[src/rtl/clk_period_meter.sv]
// Measures the toggle interval of a slow clock, reported as a divider upperbound.
// Ports: clk, rst_n, clkdiv_in, enable -> upperbound, meas_valid, tick, locked, timeout.
module clk_period_meter #(
  parameter int unsigned SYNC_STAGES = 2,
  parameter logic [31:0] TIMEOUT     = 32'd100_000_000
) (
  input  logic        clk,
  input  logic        rst_n,
  input  logic        clkdiv_in,
  input  logic        enable,
  output logic [31:0] upperbound,
  output logic        meas_valid,
  output logic        tick,
  output logic        locked,
  output logic        timeout
);

  typedef enum logic [1:0] {
    IDLE,
    ACQUIRE,
    MEASURE
  } state_t;

  localparam logic [31:0] CNT_MAX = TIMEOUT - 32'd1;

  state_t state;
  state_t state_nxt;

  logic [SYNC_STAGES-1:0] sync_q;
  logic                   prev;
  logic                   sync;
  logic                   edge_hit;

  logic [31:0] cnt;
  logic [31:0] cnt_nxt;
  logic [31:0] cnt_inc;
  logic [31:0] ub_nxt;
  logic        mv_nxt;
  logic        tick_nxt;
  logic        lk_nxt;
  logic        to_nxt;

  assign sync     = sync_q[SYNC_STAGES-1];
  assign edge_hit = sync ^ prev;

  // Counting stops at CNT_MAX so a stalled input can never wrap.
  assign cnt_inc = (cnt == CNT_MAX) ? cnt : cnt + 32'd1;

  always_ff @(posedge clk or negedge rst_n) begin
    if (!rst_n) begin
      sync_q <= '0;
      prev   <= 1'b0;
    end else begin
      sync_q <= {sync_q[SYNC_STAGES-2:0], clkdiv_in};
      prev   <= sync;
    end
  end

  always_comb begin
    state_nxt = state;
    cnt_nxt   = cnt;
    ub_nxt    = upperbound;
    mv_nxt    = 1'b0;
    lk_nxt    = locked;
    to_nxt    = timeout;
    tick_nxt  = edge_hit && (state != IDLE);
    if (!enable) begin
      state_nxt = IDLE;
      cnt_nxt   = '0;
      lk_nxt    = 1'b0;
      to_nxt    = 1'b0;
    end else begin
      unique case (state)
        IDLE: begin
          state_nxt = ACQUIRE;
          cnt_nxt   = '0;
        end
        ACQUIRE: begin
          // First interval after start/timeout has no known origin.
          if (edge_hit) begin
            state_nxt = MEASURE;
            cnt_nxt   = '0;
            to_nxt    = 1'b0;
          end else begin
            cnt_nxt = cnt_inc;
          end
        end
        MEASURE: begin
          unique case (1'b1)
            edge_hit: begin
              ub_nxt  = cnt;
              mv_nxt  = 1'b1;
              lk_nxt  = (cnt == upperbound);
              cnt_nxt = '0;
            end
            (cnt == CNT_MAX): begin
              state_nxt = ACQUIRE;
              to_nxt    = 1'b1;
              lk_nxt    = 1'b0;
            end
            default: begin
              cnt_nxt = cnt_inc;
            end
          endcase
        end
        default: begin
          state_nxt = IDLE;
          cnt_nxt   = '0;
        end
      endcase
    end
  end

  always_ff @(posedge clk or negedge rst_n) begin
    if (!rst_n) begin
      state      <= IDLE;
      cnt        <= '0;
      upperbound <= '0;
      meas_valid <= 1'b0;
      tick       <= 1'b0;
      locked     <= 1'b0;
      timeout    <= 1'b0;
    end else begin
      state      <= state_nxt;
      cnt        <= cnt_nxt;
      upperbound <= ub_nxt;
      meas_valid <= mv_nxt;
      tick       <= tick_nxt;
      locked     <= lk_nxt;
      timeout    <= to_nxt;
    end
  end

endmodule

[config.mk]
export PLATFORM = sky130hd
export DESIGN_NAME = clk_period_meter
export DESIGN_NICKNAME = d
export VERILOG_FILES = /design/src/rtl/clk_period_meter.sv
export SDC_FILE = /design/constraint.sdc
export NUM_CORES = 1
export LEC_CHECK = 0
export CAP_MARGIN = 40
export CORE_MARGIN = 3
export CORE_UTILIZATION = 30
export CTS_CLUSTER_SIZE = 20
export DETAILED_ROUTE_END_ITERATION = 8
export PLACE_DENSITY_LB_ADDON = 0.08
export SLEW_MARGIN = 20
export SYNTH_ARGS = -nofsm -noshare
export SYNTH_HDL_FRONTEND = slang
export SYNTH_SLANG_ARGS = --single-unit
[constraint.sdc]
create_clock -name clk -period 5.67 [get_ports clk]
set_input_delay 1.134 -clock clk [delete_from_list [all_inputs] [get_ports clk]]
set_output_delay 1.134 -clock clk [all_outputs]
set_load 0.01 [all_outputs]
### Word level (Yosys, flattened, before mapping)

Index checks and enable logic that the tools add are counted.

| word-level totals | value |
|---|---|
| bits in registers | 73 |
| input port bits | 4 |
| output and inout bits | 36 |

| cells by class | value |
|---|---|
| add/sub/neg operators | 1 |
| eq/ne operators | 10 |
| multiplexer cells | 19 |
| bitwise logic cells | 1 |
| reduce and logical (&&, ||, !) cells | 7 |

Operators by type and width:

| operator | count |
|---|---|
| $pmux W32 S2 | 2 |
| $mux W32 | 3 |
| $add A32 B1 Y32 const B | 1 |
| $eq A32 B27 Y1 const B | 1 |
| $eq A32 B32 Y1 | 1 |
| $ne A3 B3 Y1 const B | 3 |
| $mux W1 | 8 |
| $mux W2 | 3 |
| $ne A3 B1 Y1 const B | 2 |
| $pmux W2 S3 | 1 |
| $reduce_and A3 Y1 | 2 |
| $pmux W1 S2 | 2 |
| $reduce_and A2 Y1 | 2 |
| $eq A2 B1 Y1 const B | 1 |
| $eq A2 B2 Y1 const B | 1 |
| $logic_not A2 Y1 | 1 |
| $ne A2 B1 Y1 const B | 1 |
| $reduce_bool A2 Y1 | 1 |
| $logic_and A1 B1 Y1 | 1 |
| $xor A1 B1 Y1 | 1 |

### Longest topological paths before layout

Gate-level depths: netlist of the first run.

| depth | value |
|---|---|
| depth after elaboration | 5 |
| gate-level depth with buffers | 8 |
| mapped depth without buffers | 7 |

### Worst setup path before layout of the first run

Ideal clock, no wire load.

| path | value |
|---|---|
| kind | input-to-reg |
| start | in enable |
| end | reg upperbound[10] |
| data arrival time | 2038 ps |
| slack | 3507 ps |
| stages on the path | 4 |
| buffers on the path | 1 |
| cell sequence | nand2_1 > nor2_1 > buf_2 > mux2_2 |

| between the ends | value |
|---|---|
| word-level cells in the longest chain between the ends | 1 |

RTL lines:

| element | line | RTL |
|---|---|---|
| start, declared | 10 | `input logic enable,` |
| $reduce_and A3 Y1 (no source line) | - |  |
| end signal, assigned | 126 | `upperbound <= ub_nxt;` |
| end, declared | 11 | `output logic [31:0] upperbound,` |

Every way passes these cells.
A chain may end at the register's enable or synchronous reset.

### Worst setup path in the final report of the first run

| path | value |
|---|---|
| start | in enable |
| end | reg upperbound[1] |

Same word-level chain as after synthesis.

==> impl_metrics.env, run 1 <==
export IMPL_synth_edf_count=0
export IMPL_hold_path_startpoint="sync_q[0]"
export IMPL_min_period_over_period_pct=56.1
export IMPL_worstRegToRegCells=7
export IMPL_rr_endpoint="cnt[31]"
export IMPL_grt_pass1_wl_um=15400
export IMPL_layout_setup_ws_ns=2.49
export IMPL_antenna_found_initial=0
export IMPL_peakVddDrop_mv=0.149
export IMPL_postRouteWirelength_um=9470
export IMPL_wl_per_cell_um=17.2
export IMPL_cts_tree="built"
export IMPL_timing_worst_setup_path_type="input port to register"
export IMPL_crit_chain="clkdlybuf4s50_1 -> nand2_1 -> nor2_2 -> buf_4 -> mux2_2"
export IMPL_die_h_um=121
export IMPL_htree_levels=3
export IMPL_p_leak_nw=2.13
export IMPL_min_path_type="register to register"
export IMPL_syn_avg_cell_area_sq_um=11.5
export IMPL_synth_seq_area_share_pct=46.1
export IMPL_syn_area_sq_um=3970
export IMPL_vias=2670
export IMPL_relSlewSlack_pct=51.1
export IMPL_cts_repair_resized=0
export IMPL_worstMarginPinSlew_ns=0.727
export IMPL_dieArea_sq_um=14600
export IMPL_grt_max_degree=51
export IMPL_clock_latency_ns=0.33
export IMPL_startpoint_type="input port"
export IMPL_cts_sinks=73
export IMPL_slowest_stage="clkdlybuf4s50_1"
export IMPL_slowest_delay_ns=0.69
export IMPL_crit_cells=5
export IMPL_num_rows=41
export IMPL_ys_ff_latch=73
export IMPL_fmax_ghz=0.314
export IMPL_num_antenna_cells=0
export IMPL_grt_pass1_vias=2722
export IMPL_drt_iter0_markers=114
export IMPL_slew_violations=0
export IMPL_status="completed"
export IMPL_r2r_start="cnt[0]"
export IMPL_period_minus_slack_ns=3.18
export IMPL_cts_hold_buf=0
export IMPL_power_density_nw_per_um2=256
export IMPL_antenna_left=0
export IMPL_cts_made_buffers=9
export IMPL_regToRegSetupSlack_ns=3.14
export IMPL_yosysTopAreaCellShare_pct=46.1
export IMPL_drive_gt1_share_pct=21.7
export IMPL_arrival_ns=3.40
export IMPL_async_reset_ff_share_pct=100
export IMPL_ys_types=48
export IMPL_ff_latch_area_sq_um=1830
export IMPL_fin_skew_ns=0.00591
export IMPL_cp_required_ns=5.88
export IMPL_switching_share_pct=25.2
export IMPL_crit_path_end_kind="register"
export IMPL_dpl_worst_slack_ns=2.13
export IMPL_io_pins=40
export IMPL_tns_ns=0
export IMPL_yosysWarnings=0
export IMPL_pwr_share_clk_pct=43.1
export IMPL_cap_violations=0
export IMPL_cts_setup_buffers=0
export IMPL_synth_nets=353
export IMPL_setup_viol=0
export IMPL_power_frac_seq_pct=45.4
export IMPL_clk_pin_slew_ns=0.05
export IMPL_finish_instance_area_sq_um=4710
export IMPL_syn2layout_area_growth_pct=18.8
export IMPL_dpl_hpwl_um=6830
export IMPL_placed_cell_area_sq_um=4450
export IMPL_remaining_drc_errors=0
export IMPL_grt_setup_unrepaired="no"
export IMPL_p_int_uw=903
export IMPL_die_width_um=121
export IMPL_hold_path_depth=0
export IMPL_p_sw_uw=304
export IMPL_critPathTopFamily="buffers and inverters"
export IMPL_dr_pass1_iters=4
export IMPL_crit_fanout=21
export IMPL_cts_max_path_buffers=2
export IMPL_n_fill_cell=1275
export IMPL_vias_per_cell=4.85
export IMPL_hold_end="sync_q[1]"
export IMPL_synthFlopType="dfrtp_1"
export IMPL_final_nets=384
export IMPL_port_buffers=39
export IMPL_synthCells=344
export IMPL_multi_input_area_sq_um=1960
export IMPL_synth_area_leaders="dfrtp_1, xor2_1, mux2_2"
export IMPL_root_buffer="clkbuf_16"
export IMPL_initial_core_util_pct=31.0
export IMPL_hold_viol_final=0
export IMPL_grt_use_total_pct=14.0
export IMPL_pwr_share_comb_pct=11.5
export IMPL_coreArea_sq_um=12800
export IMPL_place_congestion=0.771
export IMPL_overflow=0
export IMPL_yosysTopAreaCell="dfrtp_1"
export IMPL_crit_buf_inv=2
==> cell families (layout without fill, tap and decap cells) <==
group | Yosys count | count (layout) | share of synthesized area (%)
compound gates | 29 | 29 | 4.89
flops | 73 | 73 | 46.1
fa+ha+maj | 5 | 5 | 1.58
xor+xnor | 55 | 55 | 12.3
buf+inv | 27 | 61 | 4.67
simple gates | 121 | 121 | 20.8
mux | 34 | 34 | 9.62
==> routing by layer <==
metal / up-vias / wire (um) / track usage (%)
met5: - / 0 / 0
met4: 0 / 129 / 4.60
met3: 11 / 389 / 4.48
met2: 49 / 4460 / 21.6
met1: 1334 / 4490 / 18.5
li1: 1276 / - / -
==> through the flow <==
step | utilization [%] | std cells | power [mW] | hold WS (ns)
floorplan | - | 344 | 0.658 | 0.331
global placement | 34.6 | 535 | 0.696 | 0.342
detailed placement | 34.8 | 536 | 0.700 | 0.344
CTS | 36.9 | 550 | 1.23 | 0.356
global route | 36.9 | 550 | 1.27 | 0.358
finish | 36.9 | 550 | 1.21 | 0.351
==> cell type report <==
| cell class | count | share of cell area, % |
|---|---|---|
| Inverter | 5 | 0.398 |
| Sequential cell | 73 | 38.8 |
| Multi-Input combinational cell | 244 | 41.5 |
| Clock buffer | 14 | 5.60 |
| Timing Repair Buffer | 42 | 9.14 |
| Tap cell | 172 | 4.57 |
==> power by group through the flow <==
stage | Clock, mW | Combinational, mW | Sequential, mW
2_1_floorplan | 0 | 0.0992 | 0.559
3_3_place_gp | 0 | 0.138 | 0.558
3_5_place_dp | 0 | 0.142 | 0.558
4_1_cts | 0.544 | 0.142 | 0.549
5_1_grt | 0.564 | 0.155 | 0.551
6_report | 0.520 | 0.139 | 0.548
==> cells in the mapped netlist, types with 2 or more instances <==
| cell type | count |
|---|---|
| nor3b_1 | 2 |
| nand3_1 | 13 |
| xor2_1 | 46 |
| o21ai_0 | 4 |
| nor2_4 | 21 |
| a21oi_1 | 4 |
| nand2_1 | 20 |
| clkbuf_1 | 3 |
| inv_1 | 5 |
| dfrtp_1 | 73 |
| buf_6 | 2 |
| nor2_1 | 12 |
| mux2_2 | 33 |
| nor3_2 | 2 |
| nor3_1 | 6 |
| xnor2_1 | 8 |
| buf_12 | 2 |
| buf_2 | 8 |
| nor4_1 | 11 |
| nand4_2 | 3 |
| nand4_1 | 11 |
| and2_1 | 3 |
| and3_1 | 4 |
| a31oi_1 | 11 |
| and4_1 | 4 |
| buf_4 | 7 |
| ha_1 | 5 |
==> registers in the layout, summed over array words and instances (netlist names) <==
signal / count
locked: 1
state: 2
timeout: 1
tick: 1
prev: 1
cnt: 32
sync_q: 2
upperbound: 32
meas_valid: 1
==> how the worst max path moves through the flow <==
| stage | start | end | slack (ns) |
|---|---|---|---|
| final | enable | upperbound[1] | 2.49 |
| after global routing | enable | upperbound[29] | 2.31 |
| after CTS | enable | upperbound[28] | 2.49 |
| after detailed placement | enable | upperbound[28] | 2.13 |
| after global placement | enable | upperbound[1] | 2.15 |
| after floorplan | enable | upperbound[10] | 3.51 |
==> cell usage in the layout (no fill, tap or decap), types with 2 or more instances in the layout <==
| master | synthesis | routed |
|---|---|---|
| clkbuf_1 | 3 | 3 |
| a21oi_1 | 4 | 4 |
| nor2_2 | 1 | 2 |
| xor2_1 | 46 | 46 |
| nor3_1 | 6 | 6 |
| o21ai_0 | 4 | 4 |
| ha_1 | 5 | 5 |
| inv_1 | 5 | 5 |
| nor4_1 | 11 | 11 |
| mux2_2 | 33 | 33 |
| nand2_1 | 20 | 20 |
| xnor2_1 | 8 | 8 |
| clkbuf_16 | 0 | 9 |
| a31oi_1 | 11 | 11 |
| nand4_2 | 3 | 3 |
| clkbuf_8 | 0 | 2 |
| nand3_1 | 13 | 13 |
| nor2_4 | 21 | 21 |
| dfrtp_1 | 73 | 73 |
| and2_1 | 3 | 3 |
| nor3_2 | 2 | 2 |
| and3_1 | 4 | 4 |
| buf_4 | 7 | 3 |
| clkdlybuf4s50_1 | 0 | 38 |
| nor2_1 | 12 | 11 |
| nor3b_1 | 2 | 2 |
| nand4_1 | 11 | 11 |
| and4_1 | 4 | 4 |
No activity file was read; power rests on OpenSTA's default activity.
==> inputs of run 2 (changes only) <==
==> constraint.sdc (replaced) <==
create_clock -name clk -period 2.9 [get_ports clk]
set_input_delay 0.58 -clock clk [delete_from_list [all_inputs] [get_ports clk]]
set_output_delay 0.58 -clock clk [all_outputs]
set_load 0.01 [all_outputs]
==> run 2 against run 1 <==
Clock skew increased by 0.00053 ns. Via count decreased by 2.3%. Clock-buffer cell count decreased by 1. Wire length increased by 0.65%. Non-clock buffer count increased by 4. Clock power increased by 110%. First-iteration DRC count increased by 21%. Cell count increased by 1.1%. Critical path depth increased by 2. Utilization increased by 0.44 points. Critical path type is now register to register.
==> impl_metrics.env, run 2 (same netlist as run 1, synthesis figures left out) <==
export IMPL_status="completed"
export IMPL_wl_per_cell_um=17.1
export IMPL_root_buffer="clkbuf_16"
export IMPL_vias=2609
export IMPL_p_sw_uw=615
export IMPL_pwr_share_comb_pct=11.2
export IMPL_cts_repair_resized=0
export IMPL_tns_ns=0
export IMPL_p_leak_nw=2.17
export IMPL_dieArea_sq_um=14600
export IMPL_port_buffers=39
export IMPL_slew_violations=0
export IMPL_cts_hold_buf=0
export IMPL_power_frac_seq_pct=43.7
export IMPL_fmax_ghz=0.429
export IMPL_clk_pin_slew_ns=0.06
export IMPL_antenna_found_initial=0
export IMPL_relSlewSlack_pct=40.1
export IMPL_crit_fanout=22
export IMPL_n_fill_cell=1270
export IMPL_grt_max_degree=49
export IMPL_power_density_nw_per_um2=514
export IMPL_die_width_um=121
export IMPL_min_period_over_period_pct=80.5
export IMPL_layout_setup_ws_ns=0.567
export IMPL_startpoint_type="register"
export IMPL_postRouteWirelength_um=9540
export IMPL_arrival_ns=2.60
export IMPL_dpl_hpwl_um=6790
export IMPL_ff_latch_area_sq_um=1830
export IMPL_period_minus_slack_ns=2.33
export IMPL_critPathTopFamily="simple AND/OR/NAND/NOR gates"
export IMPL_multi_input_area_sq_um=1960
export IMPL_peakVddDrop_mv=0.242
export IMPL_slowest_delay_ns=0.44
export IMPL_top_regs="cnt x32, upperbound x32"
export IMPL_drt_iter0_markers=138
export IMPL_switching_share_pct=25.1
export IMPL_htree_levels=3
export IMPL_cts_tree="built"
export IMPL_cts_max_path_buffers=2
export IMPL_cp_required_ns=3.16
export IMPL_layout_commonest_cell="dfrtp_1"
export IMPL_die_h_um=121
export IMPL_mostFrequentLayoutCells="dfrtp_1, xor2_1, clkdlybuf4s50_1"
export IMPL_cap_violations=0
export IMPL_grt_pass1_vias=2751
export IMPL_coreArea_sq_um=12800
export IMPL_setup_viol=0
export IMPL_place_congestion=0.745
export IMPL_overflow=0
export IMPL_vias_per_cell=4.69
export IMPL_timing_worst_setup_path_type="register to register"
export IMPL_worstMarginPinSlew_ns=0.891
export IMPL_slowest_stage="and4b_1"
export IMPL_grt_use_total_pct=14.2
export IMPL_clock_latency_ns=0.34
export IMPL_fin_skew_ns=0.00644
export IMPL_crit_path_end_kind="register"
export IMPL_cts_made_buffers=9
export IMPL_cts_setup_buffers=0
export IMPL_num_antenna_cells=0
export IMPL_dr_pass1_iters=4
export IMPL_grt_setup_unrepaired="no"
export IMPL_remaining_drc_errors=0
export IMPL_cts_sinks=73
export IMPL_pwr_share_clk_pct=45.1
export IMPL_initial_core_util_pct=31.0
export IMPL_hold_viol_final=0
export IMPL_crit_chain="ha_1 -> nand4_2 -> nor3_2 -> and4b_1 -> nor2_4 -> buf_4 -> a21oi_1"
export IMPL_dpl_worst_slack_ns=0.508
export IMPL_min_path_type="input port to asynchronous set/reset pin"
export IMPL_syn2layout_area_growth_pct=20.2
export IMPL_crit_buf_inv=1
export IMPL_io_pins=40
export IMPL_p_int_mw=1.84
export IMPL_antenna_left=0
export IMPL_grt_pass1_wl_um=15700
export IMPL_final_nets=388
export IMPL_drive_gt1_share_pct=22.9
export IMPL_num_rows=41
run 2: cell count changes in the layout (fill, tap and decap cells not counted):
cell       delta
clkinv_2      +2
clkbuf_8      -1
buf_4         +4
bufinv_16     +1
run 2: metrics by stage:
step / std cells / util, % / hold WS, ns / cell area [sq um] / power, mW
after global placement: 539 / 34.8 / 0.341 / 4450 / 1.36
after global routing: 556 / 37.3 / 0.177 / 4770 / 2.57
after floorplan: 344 / - / 0.284 / 3970 / 1.29
after CTS: 556 / 37.3 / 0.165 / 4770 / 2.50
final: 556 / 37.3 / 0.158 / 4770 / 2.45
after detailed placement: 540 / 35.0 / 0.345 / 4480 / 1.37
run 2: area by class of cell:
| type | instances | share of cell area, % |
|---|---|---|
| multi-input cells | 244 | 41.0 |
| flip-flops and latches | 73 | 38.3 |
| repair buffers | 46 | 9.66 |
| clock buffers | 13 | 5.25 |
| well taps | 172 | 4.51 |
| clock inverters | 3 | 0.840 |
| inverters | 5 | 0.394 |
run 2: worst paths after layout:
check / start / endpoint / slack [ns] / depth (start not counted)
hold / removal: rst_n / meas_valid / 0.16 / 1
min in group clk: sync_q[0] / sync_q[1] / 0.35 / 0
max in group asynchronous: rst_n / cnt[17] / 2.17 / 2
hold reg to reg: sync_q[0] / sync_q[1] / 0.35 / 0
setup / recovery: cnt[0] / cnt[31] / 0.57 / 7
setup reg to reg: cnt[0] / cnt[31] / 0.57 / 7
run 2: layer usage:
metal	global-route usage [%]	up-vias	routed length, um
met5	0	-	0
met4	4.25	0	111
met3	4.29	8	308
met2	21.2	34	4440
met1	19.8	1291	4680
li1	-	1276	-
run 2: power groups by stage:
stage,combinational (mW),clock [mW],sequential (mW)
floorplan,0.194,0,1.09
global placement,0.274,0,1.09
detailed placement,0.279,0,1.09
CTS,0.280,1.14,1.07
global route,0.309,1.18,1.08
finish,0.274,1.11,1.07
==> inputs of run 3 (changes only) <==
==> constraint.sdc (replaced) <==
create_clock -name clk -period 2.26 [get_ports clk]
set_input_delay 0.452 -clock clk [delete_from_list [all_inputs] [get_ports clk]]
set_output_delay 0.452 -clock clk [all_outputs]
set_load 0.01 [all_outputs]
==> run 3 against run 2 <==
Global-route usage up 0.52 points. Register-to-register slack worse by 0.38 ns. Wire length up 2.5%. Flip-flop and latch count unchanged. Cell count up 2.5%. Largest cell class unchanged. Highest routed layer unchanged.
==> impl_metrics.env, run 3 (same netlist as run 1, synthesis figures left out) <==
export IMPL_wl_per_cell_um=17.2
export IMPL_hold_viol_final=0
export IMPL_critPathLaunch="cnt[25]"
export IMPL_antenna_left=0
export IMPL_num_rows=41
export IMPL_placed_cell_area_sq_um=4620
export IMPL_peakVddDrop_mv=0.340
export IMPL_cts_tree="built"
export IMPL_final_nets=403
export IMPL_startpoint_type="register"
export IMPL_num_antenna_cells=0
export IMPL_critPathCapture="cnt[2]"
export IMPL_coreArea_sq_um=12800
export IMPL_port_buffers=39
export IMPL_finalPower_mw=3.28
export IMPL_worstRegToRegCells=6
export IMPL_top_regs="cnt x32, upperbound x32"
export IMPL_vias=2732
export IMPL_rr_endpoint="cnt[2]"
export IMPL_clock_latency_ns=0.34
export IMPL_cts_hold_buf=0
export IMPL_status="completed"
export IMPL_r2r_start="cnt[25]"
export IMPL_power_density_nw_per_um2=665
export IMPL_fin_skew_ns=0.00540
export IMPL_cts_sinks=73
export IMPL_crit_fanout=8
export IMPL_antenna_found_initial=0
export IMPL_grt_pass1_wl_um=16200
export IMPL_min_path_type="input port to asynchronous set/reset pin"
export IMPL_remaining_drc_errors=0
export IMPL_cts_made_buffers=9
export IMPL_setup_viol=0
export IMPL_stdcell_count=570
export IMPL_postRouteWirelength_um=9780
export IMPL_cts_setup_buffers=0
export IMPL_mostFrequentLayoutCells="dfrtp_1, xor2_1, clkdlybuf4s50_1"
export IMPL_finish_instance_area_sq_um=4930
export IMPL_die_width_um=121
export IMPL_fmax_ghz=0.481
export IMPL_placed_cells=555
export IMPL_cts_max_path_buffers=2
export IMPL_grt_use_total_pct=14.7
export IMPL_grt_max_degree=34
export IMPL_clk_pin_slew_ns=0.05
export IMPL_relSlewSlack_pct=64.1
export IMPL_p_leak_nw=2.27
export IMPL_initial_core_util_pct=31.0
export IMPL_worstMarginPinSlew_ns=0.534
export IMPL_slew_violations=0
export IMPL_cap_violations=0
export IMPL_overflow=0
export IMPL_regToRegSetupSlack_ns=0.18
export IMPL_dieArea_sq_um=14600
export IMPL_vias_per_cell=4.79
export IMPL_tns_ns=0
export IMPL_cts_repair_resized=0
export IMPL_min_period_over_period_pct=91.9
export IMPL_root_buffer="clkbuf_16"
export IMPL_dr_pass1_iters=4
export IMPL_place_congestion=0.711
export IMPL_layout_commonest_cell="dfrtp_1"
export IMPL_period_minus_slack_ns=2.08
export IMPL_dpl_hpwl_um=7230
export IMPL_drive_gt1_share_pct=25.9
export IMPL_drt_iter0_markers=113
export IMPL_arrival_ns=2.33
export IMPL_die_h_um=121
export IMPL_htree_levels=3
export IMPL_io_pins=40
export IMPL_syn2layout_area_growth_pct=24.4
export IMPL_crit_path_end_kind="register"
export IMPL_cp_required_ns=2.51
export IMPL_timing_worst_setup_path_type="register to register"
export IMPL_grt_setup_unrepaired="no"
export IMPL_grt_pass1_vias=2890
[run 3: changes by cell type in the layout (fill, tap and decap cells not counted)]
| cell | delta |
|---|---|
| bufinv_16 | +1 |
| buf_12 | +4 |
| buf_16 | -1 |
| clkinv_2 | -1 |
| clkbuf_1 | -1 |
| buf_4 | +12 |
[run 3: where the power goes]
part	switching (mW)	total (mW)	internal, mW
clock	0.527	1.52	0.989
sequential	0.0338	1.38	1.34
combinational	0.226	0.386	0.160
total	0.786	3.28	2.49
[run 3: critical path, stage by stage, from the launching register on]
cell and delay (ns):
dfrtp_1 0.49, nor4_1 0.36, and4_1 0.35, and3_1 0.34, buf_4 0.18, nand3_1 0.14, o21ai_0 0.12
[run 3: area by class of cell]
class | instances | area (sq um)
clock buffer | 12 | 246
clock inverter | 3 | 65.1
fill | 1263 | 7840
inverter | 5 | 18.8
multi-input combinational | 244 | 1960
sequential | 73 | 1830
tap | 172 | 215
timing repair buffer | 61 | 603
[run 3: worst min path at each step]
stage,startpoint,cells past startpoint,slack (ns),endpoint
after floorplan,rst_n,0,0.16,cnt[0]
after global placement,sync_q[0],0,0.35,sync_q[1]
after detailed placement,sync_q[0],0,0.35,sync_q[1]
after CTS,rst_n,1,0.005,upperbound[1]
after global routing,rst_n,1,0.02,upperbound[1]
final,rst_n,1,0.01,prev
[run 3: metrics by stage]
| step | utilization (%) | setup slack [ns] | hold slack (ns) |
|---|---|---|---|
| global route | 38.6 | 0.0174 | 0.0229 |
| floorplan | - | 0.463 | 0.156 |
| finish | 38.6 | 0.183 | 0.00991 |
| detailed placement | 36.2 | 0.162 | 0.346 |
| global placement | 36.2 | 0.152 | 0.347 |
| CTS | 38.6 | 0.173 | 0.00544 |
[run 3: routing by layer]
metal | GRT usage (%) | vias to the layer above | wire [um] | share of wire [%]
met1 | 19.7 | 1373 | 4630 | 47
met2 | 23.1 | 43 | 4630 | 47
li1 | - | 1304 | - | -
met3 | 3.73 | 12 | 353 | 3.6
met5 | 0 | - | 0 | 0
met4 | 5.31 | 0 | 159 | 1.6
